File: config.mk
export PLATFORM = sky130hd
export DESIGN_NAME = regfile_sb
export DESIGN_NICKNAME = d
export VERILOG_FILES = /design/src/rtl/regfile_sb.sv
export SDC_FILE = /design/constraint.sdc
export NUM_CORES = 2
export LEC_CHECK = 0
export BUFFER_PORTS_ARGS = -buffer_cell sky130_fd_sc_hd__buf_2
export CAP_MARGIN = 5
export CORE_ASPECT_RATIO = 0.75
export CORE_UTILIZATION = 48
export DETAILED_ROUTE_END_ITERATION = 16
export GPL_ROUTABILITY_DRIVEN = 1
export PLACE_DENSITY_LB_ADDON = 0.05
export SLEW_MARGIN = 20
export SYNTH_ARGS = -nofsm -noshare
export SYNTH_HDL_FRONTEND = slang
export SYNTH_SLANG_ARGS = --single-unit
File: constraint.sdc
create_clock -name clk -period 4.6 [get_ports clk]
set_input_delay 0.23 -clock clk [delete_from_list [all_inputs] [get_ports clk]]
set_output_delay 0.23 -clock clk [all_outputs]
set_load 0.05 [all_outputs]
File: src/rtl/regfile_sb.sv
// Integer register file with a per-register pending-write scoreboard.
// Writeback data is forwarded to the read ports, and the stall flag accounts for a same-cycle writeback.
module regfile_sb #(
  parameter int NREG = 32,
  parameter int CNTW = 2
) (
  input  logic        clk,
  input  logic        rst_n,
  input  logic [4:0]  r0num_i,
  input  logic        r0valid_i,
  input  logic [4:0]  r1num_i,
  input  logic        r1valid_i,
  input  logic [4:0]  rdnum_i,
  input  logic        rdreserve_i,
  output logic [31:0] r0data_o,
  output logic [31:0] r1data_o,
  output logic        rsreserved_o,
  input  logic        wb_valid_i,
  input  logic [4:0]  wb_num_i,
  input  logic [31:0] wb_data_i,
  output logic        sb_err_o
);

  localparam logic [CNTW-1:0] CMAX = '1;
  localparam logic [CNTW-1:0] CONE = 1;

  logic [31:0]     regs [NREG];
  logic [CNTW-1:0] cnt  [NREG];
  logic            sb_err;
  logic [NREG-1:0] inc;
  logic [NREG-1:0] dec;

  logic [CNTW-1:0] c0, c1;
  logic            hit0, hit1;
  logic            blk0, blk1;

  always_comb begin
    inc = '0;
    dec = '0;
    for (int n = 1; n < NREG; n++) begin
      inc[n] = rdreserve_i && (rdnum_i == 5'(n));
      dec[n] = wb_valid_i && (wb_num_i == 5'(n));
    end
  end

  always_comb begin
    r0data_o = '0;
    if (r0num_i != '0 && int'(r0num_i) < NREG) begin
      if (wb_valid_i && wb_num_i == r0num_i) r0data_o = wb_data_i;
      else                                   r0data_o = regs[r0num_i];
    end
  end

  always_comb begin
    r1data_o = '0;
    if (r1num_i != '0 && int'(r1num_i) < NREG) begin
      if (wb_valid_i && wb_num_i == r1num_i) r1data_o = wb_data_i;
      else                                   r1data_o = regs[r1num_i];
    end
  end

  // A source stays blocked only if pending writers remain after this cycle's writeback.
  always_comb begin
    c0   = '0;
    c1   = '0;
    hit0 = wb_valid_i && (wb_num_i == r0num_i);
    hit1 = wb_valid_i && (wb_num_i == r1num_i);
    if (r0num_i != '0 && int'(r0num_i) < NREG) c0 = cnt[r0num_i];
    if (r1num_i != '0 && int'(r1num_i) < NREG) c1 = cnt[r1num_i];
    blk0 = (c0 > CONE) || (c0 == CONE && !hit0);
    blk1 = (c1 > CONE) || (c1 == CONE && !hit1);
    rsreserved_o = (r0valid_i && blk0) || (r1valid_i && blk1);
  end

  always_ff @(posedge clk or negedge rst_n) begin
    if (!rst_n) begin
      for (int n = 0; n < NREG; n++) begin
        regs[n] <= '0;
        cnt[n]  <= '0;
      end
      sb_err <= 1'b0;
    end else begin
      for (int n = 1; n < NREG; n++) begin
        if (dec[n]) regs[n] <= wb_data_i;
        if (inc[n] && !dec[n]) begin
          if (cnt[n] == CMAX) sb_err <= 1'b1;
          else                cnt[n] <= cnt[n] + CONE;
        end else if (dec[n] && !inc[n]) begin
          if (cnt[n] == '0) sb_err <= 1'b1;
          else              cnt[n] <= cnt[n] - CONE;
        end
      end
    end
  end

  assign sb_err_o = sb_err;

endmodule

# After elaboration in Yosys (flattened, before gate mapping)
# Cells that the tools add are included.
# Widths: inputs -> output; s select.
[classes]
add_sub_neg = 62
n_lt_le_gt_ge = 4
eq_ne = 159
n_mux = 266
bitwise_logic = 2
n_reduce_logical = 292
[op_table]
columns = ["operator", "count"]
rows = [
  ["$bmux 32 s5", 2],
  ["$mux 2", 130],
  ["$mux 32", 8],
  ["$eq 5x5->1 const B", 32],
  ["$logic_and 1x1->1", 130],
  ["$mux 1", 124],
  ["$ne 2x2->1 const B", 62],
  ["$reduce_and 3->1", 31],
  ["$eq 5x4->1 const B", 16],
  ["$logic_not 1->1", 64],
  ["$add 2x1->2 const B", 31],
  ["$eq 2x2->1 const B", 31],
  ["$logic_not 2->1", 31],
  ["$reduce_bool 2->1", 31],
  ["$sub 2x1->2 const B", 31],
  ["$eq 5x3->1 const B", 8],
  ["$bmux 2 s5", 2],
  ["$eq 5x2->1 const B", 4],
  ["$ge 6x6->1 const B", 2],
  ["$not 5->6", 2],
  ["$eq 5x1->1 const B", 2],
  ["$eq 5x5->1", 2],
  ["$reduce_bool 5->1", 2],
  ["$eq 2x1->1 const B", 2],
  ["2 further kinds", 5],
]
[word_totals]
reg_bits = 1055
output_inout_bits = 66
elab_cells = 848

# Depth between registers and ports, before layout
[depth]
word_depth = 96
depth_mapped = 13
depth_no_buf = 11

# Worst setup path before layout
# Ideal clock, no wire load.
[synth_timing]
path_type = "input -> output"
start = "input r0num_i[0]"
end = "output r0data_o[21]"
arrival_ns = 3.083
setup_slack_ns = 1.287
stages = 11
n_path_buf = 5
path_cell_list = "buf_6 -> buf_6 -> buf_12 -> buf_8 -> buf_6 -> mux2i_1 -> o21bai_1 -> a21oi_1 -> nor3_1 -> a211oi_1 -> o41ai_1"
[synth_between]
elab_chain_len = 6
elab_cells_between_ends = 9
classes_between = "1 x eq/ne; 5 x mux; 1 x bitwise; 2 x reduce/logical"
[synth_lines]
columns = ["item", "line", "rtl"]
rows = [
  ["start: declaration", "9", "input logic [4:0] r0num_i,"],
  ["$not 5->6 (not written as such)", "50", "else r0data_o = regs[r0num_i];"],
  ["$bmux 32 s5", "50", ""],
  ["$mux 32 (not written as such) (2 in series)", "50", ""],
  ["$mux 32", "49", "if (wb_valid_i && wb_num_i == r0num_i) r0data_o = wb_data_i;"],
  ["$mux 32 (*)", "48", "if (r0num_i != '0 && int'(r0num_i) < NREG) begin"],
  ["end: declaration", "15", "output logic [31:0] r0data_o,"],
]
# Every way passes the cells marked *; elsewhere a longest branch is shown, timed or not. The select of a mux whose other input is x is not followed.

# Final worst setup path
[layout_timing]
start = "input r0num_i[1]"
end = "output r0data_o[2]"
# Same word-level chain as after synthesis.

==> results.md <==
- Worst path arrival time: 3.43 ns
- Final hold violations: 0
- Area Overhead vs Synth: 10.65%
- Area share of the largest cell type after synthesis: between 40% and 50%
- Post-Route WL: ~210000 um
- XOR/XNOR share of the synthesized area: less than 1%
- Metal-1 WL: 93490 um
- Setup Skew: approximately 0.0095 ns
- Final Setup Violations: 0
- Post-Syn Nets: 4695
- Pwr dens: 420.2 nW/um^2
- Port bufs: around 120
- Clock Latency Late Sink: 0.73 ns
- Min Tclk post-route: roughly 3.7 ns
- Starting Density: roughly half
- Worst Path Max Fanout: 18
- Layout cells sized above 1: between 40% and 50%
- Endpoint class of the critical path: output port
- Largest net degree at the start of global routing: between 100 and 150
- Unrepaired setup endpoints after global routing: false
- Max Transition Viols Final: 0
- Area of the mapped netlist: around 60000 sq um
- Register bit total from synthesis: 1055
- Asr flop ratio synth: 100.0%
- Register area share after synthesis: ~44%
- Core Rows: roughly 110
- Die Wd: just over 400 um
- Grt ovf: 0
- H-tree levels: 3
- Setup TNS: 0 ns
- Main area contributors after synthesis: dfrtp_1 44%, mux4_2 20%, mux2_2 17%
- Max Cap Violations: 0
- Max-Slew Margin vs Limit: between 20% and 30%
- Mux share of post-synthesis cell area: about two fifths
- Hold WS: approximately 0.045 ns
- Commonest non-fill, non-tap cell in the layout: dfrtp_1
- Area leader, netlist: dfrtp_1
- DR vias/cell: 6.585
- Final Non-Filler Cells: between 6000 and 7000
- Fin crit share: about four fifths
- First-pass GRT wire length: between 300000 and 400000 um
- Final HPWL from detailed placement: ~120000 um
- Required time worst endpoint: about 4.4 ns
- Core area: approximately 120000 sq um
- CTS Sinks: between 1000 and 1500
- P_leak: just under 0.03 uW
- Most used cells in the layout excluding fill and tap cells: 1055 x dfrtp_1, 906 x mux2_2, 767 x nand2_1
- CTS max path bufs: 3
- Placed insts: 6043
- Clock-pin slew on the worst setup and hold paths: 0.07 ns
- Initial antenna violation count: 20
- Netlist cell types: just under 60
- Ports: 124
- Routed via count: between 40000 and 50000
- TritonCTS Buffers: 110
- Predominant post-synthesis flop cell: dfrtp_1
- Drt first pass iters: 6
- Yosys warns: 34
- Largest family of logic cells by synthesized area: multiplexers
- EDFF count, synth: 0
- Status: complete, no violations
- Drc violations: 0
- Wirelength per Cell: ~33 um
- Fin util: 53.71%
- Total Routing Usage GR: between 30% and 40%
- GP Congestion: approximately 0.87
- Crit Path Category: in2out
- Avg Cell Area, Syn: about 13 sq um
- Post-CTS resize count: 0
- Die height: a little over 300 um
- Startpoint types: input port
- CTS tree: yes
- Final net count: 4663
- Simple-Gate Fraction of Synth Area: 7.432%
- Die Area: 125400 sq um
- DR WL met2: 90530 um
- Total power: 27680 uW
- Initial DRC Count: 4417
- Postcts setup bufs: 0
- Remaining antenna violation count after routing: 0
- Post-synthesis adder-cell area fraction: between 1 and 1.5%
- Post-Synthesis Cells: around 4600
- Compound-Gate Fraction of Synth Area: around 4.7%
- Top layer in use: met5
- Slew @ Worst Pin: 1.085 ns
- Maximum clock frequency: around 0.27 GHz
- Wire length on met3: about 19000 um
- Number of global-route vias before repair: a little over 40000
- Worst hold path class: in2reg
- Clock Root Buffer: clkbuf_16
- VDD IR-drop max: approximately 0.32 mV
## final cells by class
cell class	count	area (sq um)
sequential	1055	26400
antenna	6	15.01
fill	10280	56760
timing repair buffer	283	2266
clock inverter	22	296.5
tap	1638	2049
clock buffer	175	3371
multi-input combinational	3020	31190
inverter	73	277.8
## synth_stat cells, types with 4 or more instances
library cell and instances:
nor3_1 16, a211oi_1 38, xnor2_1 7, nand3_1 18, nand4_1 13, a31oi_1 20
o22ai_1 33, nor4b_1 25, a22o_1 58, a22oi_1 31, dfrtp_1 1055, inv_1 71
mux2i_1 64, nand3b_1 4, and2_1 4, nor2b_1 69, nor2_1 83, buf_1 21
o21ai_0 68, and3_1 10, mux4_2 530, o41ai_1 30, buf_2 131, mux2_2 906
o211ai_1 32, a21boi_0 12, buf_4 22, ha_1 62, nand2_1 783, a21oi_1 26
nand2b_1 10, clkbuf_1 242, o31ai_1 16, o21bai_1 15, buf_6 9
## where the power goes
part	switching [uW]	total [uW]	leakage [uW]	internal (uW)
clock	3940	9260	0.00181	5320
combinational	2880	6190	0.0140	3310
sequential	1240	12200	0.0136	11000
## worst paths after layout
path	start	endpoint	slack, ns	cells past startpoint
worst max-delay path	r0num_i[1]	r0data_o[2]	0.94	8
worst min-delay path	wb_data_i[11]	regs[907]	0.05	3
worst max register to register	cnt[42]	sb_err_o	2.88	5
worst min register to register	regs[912]	regs[912]	0.49	2
max in group asynchronous	rst_n	regs[888]	3.22	3
min in group asynchronous	rst_n	cnt[19]	0.11	2
## registers in the layout, indices dropped and copies added, names as in the netlist
signal and flops:
regs 992, sb_err_o 1, cnt 62
## through the flow
stage | area [sq um] | worst slack (ns)
after floorplan | 59530 | 1.287
after global placement | 61910 | 0.9149
after detailed placement | 61920 | 1.095
after CTS | 65850 | 1.077
after global routing | 65860 | 0.9988
final | 65870 | 0.9363
## what timing repair did
item | CTS | global route
endpoints found under the setup margin | 0 | 0
hold buffers | 26 | 0
hold endpoints to repair | 180 | 0
## cell families (layout without fill, tap and decap cells)
logic type | Yosys count | count (layout)
compound gates | 399 | 399
xor+xnor | 10 | 10
fa+ha+maj | 64 | 64
buf+inv | 500 | 553
flops | 1055 | 1055
mux | 1500 | 1500
other cells | 0 | 6
simple gates | 1047 | 1047
## critical path: stages
cell	delay (ns)
buf_8	0.20
nor2b_4	0.74
buf_4	0.38
a22o_1	0.17
mux4_2	0.27
nor2_1	0.05
o41ai_1	0.94
buf_2	0.41
## layer usage
metal  vias to the layer above  global-route usage (%)
li1                      16980                       -
met1                     22160                   50.68
met2                      1826                   48.41
met3                       316                   7.971
met4                        22                   8.327
met5                         -                       0
No activity file was read; power rests on OpenSTA's default activity.
